===== src/rtl/led_blink_pkg.sv =====
// Shared constants and helpers for the LED blink controller: register map
// layout and the address-width calculation used by the top and its bus.
package led_blink_pkg;

    localparam int CTRL_ADDR   = 0;
    localparam int PERIOD_BASE = 1;
    localparam int CTRL_EN_BIT = 0;

    // One CTRL register plus one PERIOD register per channel.
    function automatic int addr_w(input int n_led);
        return $clog2(n_led + 1);
    endfunction

endpackage


===== src/rtl/led_blink_ctrl_if.sv =====
// Register strobe port between the MMIO bridge (master) and the blink controller (slave).
interface led_blink_ctrl_if #(
    parameter int MS_W   = 16,
    parameter int ADDR_W = 3
);
    // Strobe protocol, no backpressure: a write is accepted on every cycle
    // wr_en is high; rd_data always shows the register at rd_addr of the
    // previous cycle.
    logic              wr_en;
    logic [ADDR_W-1:0] wr_addr;
    logic [MS_W-1:0]   wr_data;
    logic [ADDR_W-1:0] rd_addr;
    logic [MS_W-1:0]   rd_data;

    modport master (output wr_en, wr_addr, wr_data, rd_addr, input rd_data);
    modport slave  (input wr_en, wr_addr, wr_data, rd_addr, output rd_data);
endinterface


===== src/rtl/led_blink_channel.sv =====
// One blink channel: half-period register, last-toggle ms stamp and the LED flop.
module led_blink_channel #(
    parameter int MS_W = 16
) (
    input  logic            clk,
    input  logic            rst,
    input  logic [MS_W-1:0] ms,
    input  logic            enable,
    input  logic            wr_hit,
    input  logic [MS_W-1:0] wr_data,
    output logic            led,
    output logic [MS_W-1:0] period
);

    logic [MS_W-1:0] stamp;
    logic [MS_W-1:0] elapsed;
    logic            due;

    // Modular subtraction keeps the comparison correct across ms wrap.
    assign elapsed = ms - stamp;
    assign due     = (period != '0) && enable && (elapsed >= period);

    always_ff @(posedge clk or negedge rst) begin
        if (!rst) begin
            period <= '0;
            stamp  <= '0;
            led    <= 1'b0;
        end else if (wr_hit) begin
            // A programming write overrides any toggle due in the same cycle.
            period <= wr_data;
            stamp  <= ms;
            led    <= (wr_data != '0);
        end else if (due) begin
            stamp  <= ms;
            led    <= ~led;
        end
    end

endmodule


===== src/rtl/led_blink_ctrl.sv =====
// Multi-channel LED blink controller: CTRL register, address decode, read mux
// and one led_blink_channel per LED, paced by the external ms timer.
module led_blink_ctrl
    import led_blink_pkg::*;
#(
    parameter int N_LED = 4,
    parameter int MS_W  = 16
) (
    input  logic             clk,
    input  logic             rst,
    input  logic [MS_W-1:0]  ms,
    output logic             timer_en,
    output logic [N_LED-1:0] led,
    led_blink_ctrl_if.slave  bus
);

    localparam int ADDR_W = addr_w(N_LED);

    logic             ctrl_en;
    logic [N_LED-1:0] wr_hit;
    logic [MS_W-1:0]  period_q [N_LED];
    logic [MS_W-1:0]  rd_next;
    logic             ctrl_wr;

    assign ctrl_wr  = bus.wr_en && (bus.wr_addr == ADDR_W'(CTRL_ADDR));
    assign timer_en = ctrl_en;

    always_ff @(posedge clk or negedge rst) begin
        if (!rst) begin
            ctrl_en <= 1'b0;
        end else if (ctrl_wr) begin
            ctrl_en <= bus.wr_data[CTRL_EN_BIT];
        end
    end

    always_comb begin
        wr_hit = '0;
        for (int i = 0; i < N_LED; i++) begin
            wr_hit[i] = bus.wr_en && (bus.wr_addr == ADDR_W'(PERIOD_BASE + i));
        end
    end

    // Channels see the enable from before any same-cycle CTRL write.
    for (genvar g = 0; g < N_LED; g++) begin : g_chan
        led_blink_channel #(.MS_W(MS_W)) u_chan (
            .clk     (clk),
            .rst     (rst),
            .ms      (ms),
            .enable  (ctrl_en),
            .wr_hit  (wr_hit[g]),
            .wr_data (bus.wr_data),
            .led     (led[g]),
            .period  (period_q[g])
        );
    end

    always_comb begin
        rd_next = '0;
        if (bus.rd_addr == ADDR_W'(CTRL_ADDR)) begin
            rd_next[CTRL_EN_BIT] = ctrl_en;
        end
        for (int i = 0; i < N_LED; i++) begin
            if (bus.rd_addr == ADDR_W'(PERIOD_BASE + i)) begin
                rd_next = period_q[i];
            end
        end
    end

    always_ff @(posedge clk or negedge rst) begin
        if (!rst) begin
            bus.rd_data <= '0;
        end else begin
            bus.rd_data <= rd_next;
        end
    end

endmodule


===== src/flat_wrapper.sv =====
// flat-port wrapper written by rule: the top's interface ports become plain ports
module led_blink_ctrl_flat import led_blink_pkg::*;
#(
    parameter int N_LED = 4,
    parameter int MS_W  = 16
)
  (clk, rst, ms, timer_en, led, bus_wr_en, bus_wr_addr, bus_wr_data, bus_rd_addr, bus_rd_data);
  led_blink_ctrl_if #(.MS_W(MS_W), .ADDR_W((addr_w(N_LED)))) bus_i ();
  input  logic clk;
  input  logic rst;
  input  logic [MS_W-1:0] ms;
  output logic timer_en;
  output logic [N_LED-1:0] led;
  input wire logic [$bits(bus_i.wr_en)-1:0] bus_wr_en;
  input wire logic [$bits(bus_i.wr_addr)-1:0] bus_wr_addr;
  input wire logic [$bits(bus_i.wr_data)-1:0] bus_wr_data;
  input wire logic [$bits(bus_i.rd_addr)-1:0] bus_rd_addr;
  output wire logic [$bits(bus_i.rd_data)-1:0] bus_rd_data;
  assign bus_i.wr_en = bus_wr_en;
  assign bus_i.wr_addr = bus_wr_addr;
  assign bus_i.wr_data = bus_wr_data;
  assign bus_i.rd_addr = bus_rd_addr;
  assign bus_rd_data = bus_i.rd_data;
  led_blink_ctrl #(.N_LED(N_LED), .MS_W(MS_W)) u_core (.clk(clk), .rst(rst), .ms(ms), .timer_en(timer_en), .led(led), .bus(bus_i));
endmodule

===== config.mk =====
export PLATFORM = sky130hd
export DESIGN_NAME = led_blink_ctrl_flat
export DESIGN_NICKNAME = d
export VERILOG_FILES = /design/src/rtl/led_blink_pkg.sv /design/src/rtl/led_blink_ctrl_if.sv /design/src/rtl/led_blink_channel.sv /design/src/rtl/led_blink_ctrl.sv /design/src/flat_wrapper.sv
export SDC_FILE = /design/constraint.sdc
export NUM_CORES = 1
export LEC_CHECK = 0
export CAP_MARGIN = 0
export CORE_ASPECT_RATIO = 0.5
export CORE_MARGIN = 2
export CORE_UTILIZATION = 35
export DETAILED_ROUTE_END_ITERATION = 10
export DONT_BUFFER_PORTS = 1
export PLACE_DENSITY = 0.61
export SLEW_MARGIN = 20
export SYNTH_ARGS = -nofsm -noshare
export SYNTH_HDL_FRONTEND = slang
export SYNTH_SLANG_ARGS = --single-unit
export TNS_END_PERCENT = 100

===== constraint.sdc =====
create_clock -name clk -period 4.3 [get_ports clk]
set_clock_uncertainty 0.2 [all_clocks]
set_input_delay 0.43 -clock clk [delete_from_list [all_inputs] [get_ports clk]]
set_output_delay 0.43 -clock clk [all_outputs]
set_load 0.02 [all_outputs]

* Yosys cells after proc, flatten, opt, wreduce, memory -nomap -nowiden
Index checks and enable logic that the tools add are counted.
Widths: inputs -> output; s select.
** Operators by class
- $add $sub $neg :: 4
- Multipliers :: 0
- Div/mod/pow operators :: 0
- Magnitude comparators :: 4
- Eq/ne operators :: 8
- Shift-type cells :: 0
- Mux-type cells :: 21
- Bitwise gates (word level) :: 4
- Reductions and logical operators :: 24
** Operators with widths (count)
- $mux 16 :: 12
- $reduce_bool 16->1 :: 5
- $ge 16x16->1 :: 4
- $sub 16x16->16 :: 4
- $logic_and 1x1->1 :: 13
- $eq 3x2->1 const B :: 4
- $mux 1 :: 9
- $reduce_bool 2->1 :: 4
- $eq 3x1->1 const B :: 2
- $eq 3x3->1 const B :: 2
- $logic_not 3->1 :: 2
- $not 1->1 :: 4
** Storage, ports and cells
- Flip-flop bits (word level) :: 149
- Latch bits :: 0
- Bits in writable memories :: 0
- Memory bits (read-only) :: 0
- Input bits :: 41
- Output and inout bits :: 21
- Word-level logic and storage cells :: 79
- Memories :: 0

* Depth between registers and ports, before layout
Gate-level depths: netlist (run 1).
- Word-level depth :: 6
- Depth in mapped cells :: 18
- Mapped depth without buffers :: 16

* By module
From an unflattened synthesis (run 1), not the netlist that was laid out.
** Second synthesis, totals
- Cells, all modules :: 1143
- Area, all modules :: 10963.0 µm²
** By module, submodules not included
- led_blink_channel (u_core.g_chan[1].u_chan ...) :: instances 2, cells an instance 262, area an instance 2513.7 µm², seq. area each 825.8 µm²
- led_blink_channel (u_core.g_chan[0].u_chan) :: instances 1, cells an instance 280, area an instance 2546.2 µm², seq. area each 825.8 µm²
- led_blink_channel (u_core.g_chan[3].u_chan) :: instances 1, cells an instance 254, area an instance 2428.6 µm², seq. area each 825.8 µm²
- led_blink_ctrl :: instances 1, cells an instance 85, area an instance 960.9 µm², seq. area each 425.4 µm²

* Least setup slack after synthesis (run 1)
OpenSTA, ideal clock, no wires.
- Kind :: in2reg
- Start :: input port ms[1]
- End :: register u_core.g_chan[2].u_chan.stamp[10]
- Arrival :: 3715 ps
- Data required time :: 3975 ps
- Path slack :: 261 ps
- Stages on the path :: 16
- Path buffers :: 1
- Path through :: inv_1 fa_1 nor2b_1 o31a_1 o41a_1 a2111oi_0 o21bai_1 xor2_1 ha_1 nand3_1 nor4_1 o211ai_1 a31oi_2 a31oi_4 buf_6 mux2_2
** On the way
- Cells in the longest elaborated chain, start to end :: 4
** Ends and longest elaborated chain
- start, declared :: RTL line flat_wrapper.sv:11 : input logic [MS_W-1:0] ms;
- $sub 16x16->16 :: RTL line led_blink_channel.sv:20 : assign elapsed = ms - stamp;
- $ge 16x16->1 :: RTL line led_blink_channel.sv:21 : assign due = (period != '0) && enable && (elapsed >= period);
- $logic_and 1x1->1 :: RTL line led_blink_channel.sv:21
- $reduce_bool 2->1 (no line)
- end signal, assigned :: RTL line led_blink_channel.sv:31 : stamp <= ms;
- end signal, assigned :: RTL line led_blink_channel.sv:34 : stamp <= ms;
- end, declared :: RTL line led_blink_channel.sv:15 : logic [MS_W-1:0] stamp;
Every way passes these cells.
A chain may end at the register's enable or synchronous reset.

* Worst setup path after layout (run 1)
- Start :: register u_core.g_chan[3].u_chan.stamp[1]
- End :: register u_core.g_chan[3].u_chan.stamp[2]
** On the way
- Cells in the longest elaborated chain, start to end :: 4
** Ends and longest elaborated chain (RTL line)
- start, declared :: led_blink_channel.sv:15
- start signal, assigned :: led_blink_channel.sv:31
- start signal, assigned :: led_blink_channel.sv:34
- $sub 16x16->16 :: led_blink_channel.sv:20
- $ge 16x16->1 :: led_blink_channel.sv:21
- $logic_and 1x1->1 :: led_blink_channel.sv:21
- $reduce_bool 2->1 (no line)
Every way passes these cells.

==> results.py, run 1 <==
metrics = {
    "timing": {
        "fin_crit_sh_pct": 96.8,
        "tightest_slew_ps": 1050,
        "setup_tns_ps": 0,
        "hold_viol": 0,
        "fin_crit_ps": 4160,
        "timing.fmax_mhz": 240,
        "rsz0062_at_grt": "true",
        "relSlewSlack_pct": 29.9,
        "setup_viol": 0,
        "drv_slew": 0,
        "holdWs_ps": 49.3,
    },
    "min_path": {
        "min_to": "u_core.bus.rd_data[9]",
        "min_path_type": "primary input to flop",
        "hold_depth": 2,
        "min_from": "bus_rd_addr[0]",
    },
    "route": {
        "drt-met1-wl_mm": 16.5,
        "vias": 9053,
        "dr_wl_met3_mm": 2.20,
        "ant_nets": 0,
        "vias_per_cell": 5.61,
        "drt_iter0_markers": 873,
        "wire_per_inst_um": 21.6,
        "top_layer_used": "met4",
        "met2WireLength_mm": 15.3,
        "drt_pass1_iterations": 6,
        "wirelength_mm": 34.9,
        "drc": 0,
    },
    "die": {
        "dieHeight_um": 127,
        "die_area_sq_um": 31600,
        "initial_core_util_pct": 35.9,
        "row_count": 44,
        "pin_count": 62,
        "core_sq_um": 29300,
        "fp.dieW_um": 250,
    },
    "global_routing": {
        "grt_pass1_vias": 8680,
        "antenna_found_initial": 0,
        "overflow": 0,
        "grt_first_pass_wirelength_mm": 53.4,
        "grt_start_max_net_pins": 150,
        "track_usage_pct": 22.4,
    },
    "clock_tree": {
        "clock_path_buffers": 2,
        "cts-buffers-inserted": 17,
        "clock_sinks": 149,
        "insertion_delay_ps": 440,
        "clk_pin_slew_ps": 70,
        "cts_tree": "yes",
        "root_buffer": "clkbuf_16",
        "cts_max_level": 4,
    },
    "critical_path": {
        "r2r.worst_path.cells": 15,
        "reg2reg_slack_ps": 140,
        "cp.required_ps": 4430,
        "startpoint": "u_core.g_chan[3].u_chan.stamp[1]",
        "r2r_start": "u_core.g_chan[3].u_chan.stamp[1]",
        "startpoint_type": "flop",
        "r2r_end": "u_core.g_chan[3].u_chan.stamp[2]",
        "endpoint_kind": "flop",
        "critPathArrivalTime_ps": 4290,
        "cp_max_fo": 16,
        "setup.worst_path.class": "flop to flop",
    },
    "finish": {
        "drive_gt1_share_pct": 14.9,
        "area_delta_synth_final_pct": 17.7,
        "fin_nets": 1379,
        "final_cell_mix": "dfrtp_1 (149), inv_1 (132), ha_1 (124)",
        "insertedDiodeCount": 0,
        "stdcell_count": 1614,
        "final_util_pct": 42.3,
        "final_common_cell": "dfrtp_1",
    },
    "pwr": {
        "p_per_area_nw_per_um2": 844,
        "peakVddDrop_uv": 334,
        "p_leak_nw": 5.57,
        "power_mw": 10.5,
    },
    "yosys": {
        "synth_top_cell_area_share_pct": 35.3,
        "synth_top_family_by_area": "compound AO/OA/AOI/OAI gates",
        "ys_warn_count": 0,
        "synth.area.top_cells": "dfrtp_1 (35%), ha_1 (15%), mux2_2 (6.8%), o21ai_0 (5.3%), inv_1 (4.7%)",
        "yosysSeqAreaShare_pct": 35.3,
        "synth-compound-area-share_pct": 17.7,
        "syn_avg_cell_area_sq_um": 9.25,
        "yosysTopAreaCell": "dfrtp_1",
        "ys_seq_elements": 149,
        "synth_edf_count": 0,
        "syn-num-nets": 1309,
        "synthSimpleGateAreaFrac_pct": 12.3,
        "syn_inst": 1140,
        "netlist_area_sq_um": 10500,
        "synthAdderAreaFrac_pct": 15.5,
        "ys.flop_type": "dfrtp_1",
        "synth-xor-area-share_pct": 3.90,
        "muxShareOfSynthArea_pct": 8.97,
        "synth.distinct_cells": 67,
        "synthArstFlopShare_pct": 100,
    },
    "placed_design": {
        "dpl.hpwl_mm": 25.4,
        "io_buffers": 0,
        "place_congestion": 0.953,
        "dp.cells": 1542,
    },
    "run_status": {
        "status": "complete, no violations",
    },
    "flow_run": {
        "maxCapViolCount": 0,
    },
}
==> stage by stage <==
step	setup slack (ps)	cell area [sq um]
after floorplan	261	10500
after global placement	-238	11300
after detailed placement	-238	11300
after CTS	5.30	12300
after global routing	-10.5	12400
final	136	12400
==> final cells by class <==
class	instances	area, sq um
Clock buffer	19	453
Clock inverter	13	171
Fill cell	2838	16900
Inverter	133	499
Multi-Input combinational cell	825	6290
Sequential cell	149	3730
Tap cell	391	489
Timing Repair Buffer	84	791
==> synthesized netlist by cell type, types with 5 or more instances <==
| master | number |
|---|---|
| a21o_1 | 7 |
| ha_1 | 124 |
| xor2_1 | 15 |
| inv_1 | 132 |
| nand2_1 | 92 |
| nor2b_1 | 13 |
| nand3_1 | 13 |
| nor4_1 | 25 |
| nor3_1 | 17 |
| o21ai_0 | 111 |
| o22ai_1 | 16 |
| nand2b_1 | 9 |
| a21oi_1 | 62 |
| dfrtp_1 | 149 |
| o21a_1 | 18 |
| mux2i_1 | 18 |
| nor2_1 | 51 |
| mux2_2 | 64 |
| buf_4 | 5 |
| nand4_1 | 20 |
| a22oi_1 | 17 |
| and3_1 | 6 |
| a211oi_1 | 9 |
| o31a_1 | 5 |
| o211ai_1 | 8 |
| clkbuf_1 | 21 |
| a31oi_1 | 9 |
| a2111oi_0 | 5 |
| xnor2_1 | 32 |
==> worst max-delay path: stages (launching register included) <==
cell and delay [ps]:
dfrtp_1 390, inv_1 80, ha_1 220, nor2b_1 130, o31a_1 320, o311ai_4 310
a31oi_2 180, or4_1 510, nand3_2 120, ha_1 250, nand4_1 170, o32ai_2 140
a2111oi_4 400, o21ai_4 110, buf_12 170, mux2_1 320
==> state kept, by name, summed over array words and instances (netlist names) <==
name / count
u_core.g_chan.u_chan.period: 64
u_core.g_chan.u_chan.stamp: 64
u_core.bus.rd_data: 16
u_core.g_chan.u_chan.led: 4
u_core.timer_en: 1
==> where the power goes <==
group          switching [mW]  total [mW]  leakage [nW]  internal, mW
clock                   0.651        1.60         0.301         0.952
sequential              0.393        2.29          1.80          1.89
combinational            3.63        6.59          3.46          2.96
total                    4.67        10.5          5.57          5.81
==> kinds of logic after synthesis <==
logic type                 count (synthesis)
AOI/OAI and AO/OA                        297
xor gates and xnor gates                  47
adders and majority gates                128
buffers and inverters                    166
DFF                                      149
muxes                                     85
and+or+nand+nor                          268
==> layer usage <==
metal,track usage (%),vias up
li1,-,4220
met1,31.1,4446
met3,4.02,57
met4,7.48,0
met5,0,-
met2,35.3,330
==> timing repair <==
item / CTS / global route
endpoints found under the hold margin: 291 / 0
endpoints found under the setup margin: 14 / 49
pin swaps: 0 / 10
buffers inserted: 0 / 3
hold buffers: 37 / 0
gates resized for setup: 2 / 23
gates cloned: 0 / 0
==> worst max-delay path by stage <==
| stage | end | slack [ps] | depth (start not counted) |
|---|---|---|---|
| 6_report | u_core.g_chan[3].u_chan.stamp[2] | 140 | 15 |
| 3_5_place_dp | u_core.g_chan[3].u_chan.stamp[9] | -240 | 17 |
| 5_1_grt | u_core.g_chan[1].u_chan.stamp[15] | -10 | 18 |
| 2_1_floorplan | u_core.g_chan[2].u_chan.stamp[10] | 260 | 16 |
| 4_1_cts | u_core.g_chan[3].u_chan.stamp[2] | 5 | 15 |
| 3_3_place_gp | u_core.g_chan[3].u_chan.stamp[9] | -240 | 17 |
Note: power is estimated with default switching activity, not from simulation.
==> run 2: changes to the inputs <==
--- a/config.mk
+++ b/config.mk
@@ -5,13 +5,14 @@
 export SDC_FILE = /design/constraint.sdc
 export NUM_CORES = 1
 export LEC_CHECK = 0
+export BUFFER_PORTS_ARGS = -buffer_cell sky130_fd_sc_hd__buf_2
 export CAP_MARGIN = 0
 export CORE_ASPECT_RATIO = 0.5
 export CORE_MARGIN = 2
-export CORE_UTILIZATION = 35
+export CORE_UTILIZATION = 45
+export CTS_CLUSTER_SIZE = 20
 export DETAILED_ROUTE_END_ITERATION = 10
-export DONT_BUFFER_PORTS = 1
-export PLACE_DENSITY = 0.61
+export PLACE_DENSITY = 0.74
 export SLEW_MARGIN = 20
 export SYNTH_ARGS = -nofsm -noshare
 export SYNTH_HDL_FRONTEND = slang
==> results.py, run 2 (synthesized netlist as in run 1, its figures left out) <==
metrics = {
    "run_status": {
        "status": "complete, no violations",
    },
    "clock_tree": {
        "cts_tree": "yes",
        "clk_pin_slew_ps": 60,
        "cts_max_level": 4,
        "insertion_delay_ps": 450,
        "root_buffer": "clkbuf_16",
        "clock_path_buffers": 2,
        "clock_sinks": 149,
        "cts-buffers-inserted": 17,
    },
    "finish": {
        "fin_nets": 1456,
        "final_cell_mix": "dfrtp_1 (149), inv_1 (131), ha_1 (121)",
        "area_delta_synth_final_pct": 21.6,
        "fillers": 1995,
        "drive_gt1_share_pct": 23.3,
        "stdcell_count": 1606,
        "reg_top3": "u_core.g_chan.u_chan.period: 64 flops, u_core.g_chan.u_chan.stamp: 64 flops, u_core.bus.rd_data: 16 flops",
        "multi_input_area_sq_um": 6430,
        "final_common_cell": "dfrtp_1",
        "final_area_sq_um": 12800,
        "register_area_sq_um": 3730,
    },
    "critical_path": {
        "r2r_start": "u_core.g_chan[2].u_chan.stamp[0]",
        "endpoint_kind": "flop",
        "cp_max_fo": 8,
        "critPathArrivalTime_ps": 4410,
        "cp.required_ps": 4430,
        "setup.worst_path.class": "flop to flop",
        "startpoint": "u_core.g_chan[2].u_chan.stamp[0]",
        "startpoint_type": "flop",
    },
    "timing": {
        "setup_ws_ps": 22.8,
        "fin_crit_sh_pct": 99.5,
        "rsz0062_at_grt": "true",
        "tightest_slew_ps": 1100,
        "timing.fmax_mhz": 234,
        "hold_viol": 0,
        "relSlewSlack_pct": 26.6,
        "setup_viol": 0,
        "fin_crit_ps": 4280,
        "drv_slew": 0,
        "setup_tns_ps": 0,
    },
    "die": {
        "dieHeight_um": 112,
        "core_sq_um": 22900,
        "row_count": 39,
        "die_area_sq_um": 24800,
        "initial_core_util_pct": 46.0,
        "fp.dieW_um": 221,
        "pin_count": 62,
    },
    "pwr": {
        "p_per_area_nw_per_um2": 874,
        "peakVddDrop_uv": 377,
        "p_leak_nw": 6.01,
    },
    "global_routing": {
        "grt_first_pass_wirelength_mm": 50.3,
        "grt_start_max_net_pins": 79,
        "antenna_found_initial": 1,
        "track_usage_pct": 27.1,
        "overflow": 0,
        "grt_pass1_vias": 9021,
    },
    "min_path": {
        "min_path_type": "primary input to flop",
        "min_from": "bus_rd_addr[2]",
    },
    "placed_design": {
        "dpl.hpwl_mm": 25.3,
        "dp_slack_ps": -307,
        "place_congestion": 0.966,
        "place_area_sq_um": 11900,
        "io_buffers": 61,
        "dp.cells": 1572,
    },
    "flow_run": {
        "maxCapViolCount": 0,
    },
    "route": {
        "vias": 9340,
        "drc": 0,
        "drt_pass1_iterations": 6,
        "vias_per_cell": 5.82,
        "wirelength_mm": 33.1,
        "ant_nets": 0,
        "drt_iter0_markers": 1061,
        "wire_per_inst_um": 20.6,
    },
}
[run 2: worst max-delay path: stages, from the launching register on]
cell and delay (ps):
dfrtp_1 390, ha_4 160, fa_2 230, nor2b_4 50, o31a_1 260, o41a_1 390
a211o_1 320, a31oi_2 250, xnor2_2 190, ha_1 310, nand3_2 100, buf_6 120
nor2_4 40, a2bb2oi_4 160, a31oi_4 120, a31oi_4 290, clkbuf_16 240, mux2_2 340
[run 2: stage by stage]
step           power (mW)  hold WS [ps]  utilization (%)
2_1_floorplan        6.47         -65.6                -
3_3_place_gp         8.68           273             51.8
5_1_grt              12.0          43.1             55.9
6_report             11.2          27.9             55.9
4_1_cts              10.6          23.2             54.6
3_5_place_dp         8.95           285             51.8
[run 2: path summary, 6_finish.rpt]
path / depth (start not counted) / endpoint / slack (ps)
max in group asynchronous: 3 / u_core.bus.rd_data[13] / 2610
worst max-delay path: 17 / u_core.g_chan[2].u_chan.stamp[2] / 20
worst max register to register: 17 / u_core.g_chan[2].u_chan.stamp[2] / 20
min in group asynchronous: 2 / u_core.g_chan[0].u_chan.stamp[5] / 420
worst min register to register: 1 / u_core.g_chan[3].u_chan.stamp[0] / 300
worst min-delay path: 2 / u_core.bus.rd_data[0] / 30
[run 2: repair_timing]
item,CTS,global route
hold endpoints to repair,77,0
setup endpoints to repair,0,54
hold buffers,1,0
setup buffers,0,1
resized for setup,0,61
[run 2: power by group]
part           internal, mW  switching (mW)
Clock                 0.984           0.620
Combinational          3.39            3.97
Sequential             1.90           0.344
[run 2: layout make-up]
class	count	area share, %
antenna	1	0.0195
clock inverter	11	1.36
sequential	149	29.1
timing repair buffer	161	9.11
clock buffer	19	3.45
tap	307	2.99
inverter	133	3.89
multi-input combinational	825	50.1
[run 2: layer usage]
| layer | vias up | GRT usage [%] | wire length (um) |
|---|---|---|---|
| met4 | 0 | 7.11 | 625 |
| met2 | 387 | 40.2 | 14100 |
| met3 | 51 | 9.24 | 3300 |
| met1 | 4536 | 37.7 | 15100 |
| li1 | 4366 | - | - |
| met5 | - | 0 | 0 |
